## config.mk

```make
export PLATFORM = sky130hd
export DESIGN_NAME = std_cache_axi_limiter
export DESIGN_NICKNAME = d
export VERILOG_FILES = /design/src/rtl/ariane_axi_pkg.sv /design/src/rtl/std_cache_axi_limiter.sv
export SDC_FILE = /design/constraint.sdc
export NUM_CORES = 1
export LEC_CHECK = 0
export CAP_MARGIN = 30
export CORE_AREA = 10 10 209 211
export CTS_BUF_LIST = sky130_fd_sc_hd__clkbuf_8
export CTS_CLUSTER_DIAMETER = 40
export DETAILED_ROUTE_END_ITERATION = 8
export DIE_AREA = 0 0 219 221
export PLACE_DENSITY = 0.49
export SYNTH_ARGS = -nofsm -noshare
export SYNTH_HDL_FRONTEND = slang
export SYNTH_SLANG_ARGS = --single-unit
```

## constraint.sdc

```tcl
create_clock -name clk_i -period 5.2 [get_ports clk_i]
set_clock_uncertainty 0.1 [all_clocks]
set_input_delay 1.04 -clock clk_i [delete_from_list [all_inputs] [get_ports clk_i]]
set_output_delay 1.04 -clock clk_i [all_outputs]
set_load 0.1 [all_outputs]
```

## src/rtl/ariane_axi_pkg.sv

```systemverilog
// AXI request/response bundles for the cache subsystem's merged master port.
package ariane_axi_pkg;

  typedef struct packed {
    logic [3:0]  id;
    logic [31:0] addr;
    logic [7:0]  len;
    logic [2:0]  size;
    logic [1:0]  burst;
    logic [3:0]  cache;
    logic [2:0]  prot;
  } ax_chan_t;

  typedef struct packed {
    logic [63:0] data;
    logic [7:0]  strb;
    logic        last;
  } w_chan_t;

  typedef struct packed {
    logic [3:0] id;
    logic [1:0] resp;
  } b_chan_t;

  typedef struct packed {
    logic [3:0]  id;
    logic [63:0] data;
    logic [1:0]  resp;
    logic        last;
  } r_chan_t;

  typedef struct packed {
    ax_chan_t aw;
    logic     aw_valid;
    w_chan_t  w;
    logic     w_valid;
    logic     b_ready;
    ax_chan_t ar;
    logic     ar_valid;
    logic     r_ready;
  } m_req_t;

  typedef struct packed {
    logic    aw_ready;
    logic    ar_ready;
    logic    w_ready;
    logic    b_valid;
    b_chan_t b;
    logic    r_valid;
    r_chan_t r;
  } m_resp_t;

endpackage

```

## src/rtl/std_cache_axi_limiter.sv

```systemverilog
// Outstanding-transaction limiter between the cache AXI master and the interconnect,
// with a drain handshake for fence/flush and a sticky response watchdog.
module std_cache_axi_limiter #(
  parameter int unsigned MAX_RD  = 8,
  parameter int unsigned MAX_WR  = 8,
  parameter int unsigned TIMEOUT = 4096
) (
  input  logic                    clk_i,
  input  logic                    rst_ni,
  input  ariane_axi_pkg::m_req_t  axi_req_i,
  output ariane_axi_pkg::m_resp_t axi_resp_o,
  output ariane_axi_pkg::m_req_t  axi_req_o,
  input  ariane_axi_pkg::m_resp_t axi_resp_i,
  input  logic                    drain_req_i,
  output logic                    drain_ack_o,
  output logic                    idle_o,
  output logic [7:0]              rd_cnt_o,
  output logic [7:0]              wr_cnt_o,
  output logic                    timeout_o
);

  localparam logic [7:0]  LP_MAX_RD  = 8'(MAX_RD);
  localparam logic [7:0]  LP_MAX_WR  = 8'(MAX_WR);
  localparam logic [31:0] LP_TIMEOUT = 32'(TIMEOUT);

  // ST_RUN: AR/AW gated by count | ST_DRAIN: only held AR/AW may finish | ST_DRAINED: quiet, ack high
  typedef enum logic [1:0] {ST_RUN, ST_DRAIN, ST_DRAINED} state_t;

  state_t      r_state;
  logic        r_ar_hold, r_aw_hold;
  logic [7:0]  r_rd_cnt, r_wr_cnt;
  logic [31:0] r_wd_cnt;
  logic        r_timeout, r_drain_ack;

  logic        w_ar_ok, w_aw_ok, w_ar_fwd, w_aw_fwd, w_ar_hs, w_aw_hs;
  logic        w_r_hs, w_r_last_hs, w_b_hs, w_idle, w_quiet;
  logic [31:0] w_wd_nxt;

  assign w_ar_ok     = r_ar_hold | ((r_state == ST_RUN) & (r_rd_cnt < LP_MAX_RD));
  assign w_aw_ok     = r_aw_hold | ((r_state == ST_RUN) & (r_wr_cnt < LP_MAX_WR));
  assign w_ar_fwd    = axi_req_i.ar_valid & w_ar_ok;
  assign w_aw_fwd    = axi_req_i.aw_valid & w_aw_ok;
  assign w_ar_hs     = w_ar_fwd & axi_resp_i.ar_ready;
  assign w_aw_hs     = w_aw_fwd & axi_resp_i.aw_ready;
  assign w_r_hs      = axi_resp_i.r_valid & axi_req_i.r_ready;
  assign w_r_last_hs = w_r_hs & axi_resp_i.r.last;
  assign w_b_hs      = axi_resp_i.b_valid & axi_req_i.b_ready;
  assign w_idle      = (r_rd_cnt == 8'd0) & (r_wr_cnt == 8'd0);
  assign w_quiet     = w_idle & ~r_ar_hold & ~r_aw_hold;

  always_comb begin
    axi_req_o           = axi_req_i;
    axi_req_o.ar_valid  = w_ar_fwd;
    axi_req_o.aw_valid  = w_aw_fwd;
    axi_resp_o          = axi_resp_i;
    axi_resp_o.ar_ready = axi_resp_i.ar_ready & w_ar_ok;
    axi_resp_o.aw_ready = axi_resp_i.aw_ready & w_aw_ok;
  end

  // a decrement at zero is a downstream protocol error; saturate rather than wrap
  function automatic logic [7:0] cnt_upd(input logic [7:0] cnt, input logic inc, input logic dec);
    case ({inc, dec})
      2'b10:   return cnt + 8'd1;
      2'b01:   return (cnt == 8'd0) ? cnt : cnt - 8'd1;
      default: return cnt;
    endcase
  endfunction

  always_comb begin
    w_wd_nxt = r_wd_cnt;
    if (w_r_hs | w_b_hs | w_idle) w_wd_nxt = '0;
    else if (r_wd_cnt < LP_TIMEOUT) w_wd_nxt = r_wd_cnt + 32'd1;
  end

  always_ff @(posedge clk_i or negedge rst_ni) begin
    if (!rst_ni) begin
      r_state     <= ST_RUN;
      r_ar_hold   <= 1'b0;
      r_aw_hold   <= 1'b0;
      r_rd_cnt    <= 8'd0;
      r_wr_cnt    <= 8'd0;
      r_wd_cnt    <= '0;
      r_timeout   <= 1'b0;
      r_drain_ack <= 1'b0;
    end else begin
      if (w_ar_hs) r_ar_hold <= 1'b0;
      else if (w_ar_fwd) r_ar_hold <= 1'b1;
      if (w_aw_hs) r_aw_hold <= 1'b0;
      else if (w_aw_fwd) r_aw_hold <= 1'b1;

      r_rd_cnt <= cnt_upd(r_rd_cnt, w_ar_hs, w_r_last_hs);
      r_wr_cnt <= cnt_upd(r_wr_cnt, w_aw_hs, w_b_hs);

      r_wd_cnt <= w_wd_nxt;
      if ((LP_TIMEOUT != 32'd0) && (w_wd_nxt == LP_TIMEOUT)) r_timeout <= 1'b1;

      case (r_state)
        ST_RUN: begin
          if (drain_req_i) r_state <= ST_DRAIN;
        end
        ST_DRAIN: begin
          if (!drain_req_i) begin
            r_state <= ST_RUN;
          end else if (w_quiet) begin
            r_state     <= ST_DRAINED;
            r_drain_ack <= 1'b1;
          end
        end
        ST_DRAINED: begin
          if (!drain_req_i) begin
            r_state     <= ST_RUN;
            r_drain_ack <= 1'b0;
          end
        end
        default: begin
          r_state     <= ST_RUN;
          r_drain_ack <= 1'b0;
        end
      endcase
    end
  end

  assign drain_ack_o = r_drain_ack;
  assign idle_o      = w_idle;
  assign rd_cnt_o    = r_rd_cnt;
  assign wr_cnt_o    = r_wr_cnt;
  assign timeout_o   = r_timeout;

endmodule
```

==> impl_results.md <==
- 1st-iter DRT viols: 77
- Gpl congestion: approximately 0.70
- CP max FO: 3
- Synth Warn #: 0
- Main combinational cell family by area after synthesis: buffers and inverters
- Setup_tns: 0 ns
- CTS buffer count: 5
- Max-slew violation count: 0
- Post-synth top flop: dfrtp_1
- Final HPWL DP: ~11 mm
- CTS root buffer: clkbuf_8
- R2R Setup Slk: about 2.1 ns
- Residual DRC: 0
- Pwr dens: about 500 mW/mm^2
- Worst path slowest cell: clkdlybuf4s50_1
- Synthesis-to-layout area growth: -15.8%
- M1 WL: 3.66 mm
- RSZ-0062 raised after global routing: false
- Ys async rst share: 100%
- Register bit total from synthesis: 54
- Nets: 593
- Synth top area share: 42.2%
- Later-pin clock latency in the skew report: 0.32 ns
- Kind of critical path: in2out
- Final Cycle Share: 74.4%
- Vias: 2534
- H-tree levels: 2
- Final Hold Fails: 0
- IO buf count: 39
- Fmax: ~0.26 GHz
- Synth Area in Adders: less than 1%
- Outcome: finished, final reports clean
- Synth Instances: approximately 540
- Max layer used: met4
- WL/cell: 15.8 microns
- Vias in the first global route: 2687
- Congestion Overflow GR: 0
- CP top delay family: buffers and inverters
- Synthesized cell area: 0.00483 sq mm
- Post-Synth XOR/XNOR Area: ~5.4%
- Design area: a little over 0.004 sq mm
- First-pass GRT wire length: 18.7 mm
- Reg clk slew, reported paths: 0.10 ns
- Postcts setup bufs: 0
- # clock sinks: 54
- Slew HR: 33.8%
- Final setup fails: 0
- CTS tree: yes
- # hold bufs at CTS: 0
- Post-synthesis mux area share: 1.30%
- Die footprint: 0.0484 sq mm
- Period minus WS final: approximately 3.9 ns
- Routed wire length: 13.3 mm
- Antenna violations before repair: 0
- Crit-path most repeated cell: clkdlybuf4s50_1
- Sequential area share after synthesis: between 20 and 30%
- Hold Path Class: reg2reg
- Worst Setup Start Kind: input port
- DR pass1 iterations: 4
- Die Wd: 219 microns
- Die Y: 221 microns
- Syn Nets: approximately 800
- Static leakage: 1.49 nW
- Antenna diode count: 0
- Max clock buf depth: 2
- Synth top area cells: buf_4 42%, dfrtp_1 28%, xnor2_1 3.3%
- Post-CTS sizing: 0
- Max-cap violation count: 0
- Dpl cell area: roughly 0.0039 sq mm
- # IOs: 566
- Core area: 0.0395 sq mm
- Syn Area/Cell: 8.89 sq um
- Largest net degree at the start of global routing: 55
- Kind of end point of the critical path: output pin
- Compound-cell area share of the yosys netlist: 4.61%
- CP Cell Sequence: clkdlybuf4s50_1 -> clkdlybuf4s50_1
- Routed length on met3: approximately 2.6 mm
- Slew @ Worst Pin: 0.990 ns
- Crit-path max cell delay: 1.16 ns
- Yosys cell types: 48
- Share of cells above drive strength 1: 11.1%
- Simple-Gate Fraction of Synth Area: 16.4%
- CP arrival: roughly 2.7 ns
- Critical path buffers and inverters: 2
- FP Rows: 73
- Initial core utilization: 12.2%
- CP required: 4.06 ns
- Yosys top cell by area: buf_4
- Fill cells: between 4000 and 5000
- Number of synthesized flops with an enable pin: 0
- Via-to-Cell Ratio: about 3
- Gr usage total: about 5.2%
- Antenna-violating nets left: 0
- Met2 WL: 5.03 mm
- Maximum vdd ir drop: between 0.4 and 0.5 mV
report_power, final:
group / total (W) / switching (W) / internal, W
Clock: 0.000301 / 0.000154 / 0.000147
Sequential: 0.000631 / 0.000140 / 0.000491
Combinational: 0.00111 / 0.000747 / 0.000359
kinds of logic (layout without fill, tap and decap cells):
family | after synthesis | count (layout)
mux | 6 | 6
xor+xnor | 30 | 30
simple gates | 135 | 135
buf+inv | 285 | 58
fa+ha+maj | 3 | 3
compound gates | 30 | 30
flops | 54 | 54
through the flow:
stage / utilization, % / hold slack, ns / setup slack [ns] / std cells / total power, W
6_report: 10.3 / 0.395 / 1.33 / 841 / 0.00204
2_1_floorplan: - / 0.344 / 1.33 / 543 / 0.00234
3_3_place_gp: 9.58 / 0.362 / 1.32 / 827 / 0.00163
3_5_place_dp: 10.0 / 0.367 / 1.32 / 833 / 0.00176
4_1_cts: 10.3 / 0.396 / 1.32 / 841 / 0.00207
5_1_grt: 10.3 / 0.415 / 1.29 / 841 / 0.00215
registers in the layout (all words and copies together), names as in the netlist:
name and count:
r_wd_cnt 32, rd_cnt_o 8, wr_cnt_o 8, r_state 2
drain_ack_o 1, r_ar_hold 1, r_aw_hold 1, timeout_o 1
synthesized netlist by cell type, drive strengths merged, types with 2 or more instances:
| cell | count |
|---|---|
| nand2b | 3 |
| mux2 | 2 |
| a31oi | 2 |
| and2 | 23 |
| or4 | 7 |
| nor4 | 12 |
| nor3b | 3 |
| ha | 3 |
| a31o | 2 |
| xnor2 | 18 |
| clkbuf | 5 |
| a21oi | 10 |
| inv | 4 |
| xor2 | 12 |
| or3 | 11 |
| dfrtp | 54 |
| o21ai | 7 |
| nand3 | 12 |
| buf | 276 |
| and3 | 4 |
| nand4 | 6 |
| nor3 | 13 |
| nor2 | 18 |
| nor2b | 6 |
| nand2 | 14 |
| mux2i | 4 |
placed cells by master (no fill, tap or decap), drive strengths merged, types with 2 or more instances in the layout:
cell type | synthesis | routed
dfrtp | 54 | 54
clkdlybuf4s50 | 0 | 33
and2 | 23 | 23
xnor2 | 18 | 18
nor2 | 18 | 18
nand2 | 14 | 14
nor3 | 13 | 13
buf | 276 | 13
nand3 | 12 | 12
xor2 | 12 | 12
nor4 | 12 | 12
or3 | 11 | 11
a21oi | 10 | 10
or4 | 7 | 7
o21ai | 7 | 7
nor2b | 6 | 6
nand4 | 6 | 6
clkbuf | 5 | 5
inv | 4 | 5
and3 | 4 | 4
mux2i | 4 | 4
nor3b | 3 | 3
ha | 3 | 3
nand2b | 3 | 3
a31oi | 2 | 2
mux2 | 2 | 2
a31o | 2 | 2
metal layers:
metal	track usage, %	up-vias
met1	4.06	1104
met5	0	-
li1	-	1055
met4	7.67	0
met2	6.53	236
met3	4.26	139
area by class of cell:
cell class	instances	area [sq um]	area share, %
Timing Repair Buffer	46	546	13.4
Tap cell	525	657	16.2
Inverter	4	15.0	0.370
Multi-Input combinational cell	204	1380	33.9
Clock buffer	5	68.8	1.69
Clock inverter	3	48.8	1.20
Sequential cell	54	1350	33.3
worst paths after layout:
path,startpoint,endpoint,depth (start not counted)
max,axi_req_i[0],axi_req_o[0],2
min,r_wd_cnt[15],r_wd_cnt[15],1
max reg2reg,wr_cnt_o[3],wr_cnt_o[6],9
min reg2reg,r_wd_cnt[15],r_wd_cnt[15],1
max in group asynchronous,rst_ni,wr_cnt_o[1],2
min in group asynchronous,rst_ni,rd_cnt_o[1],2
Note: power is estimated with default switching activity, not from simulation.
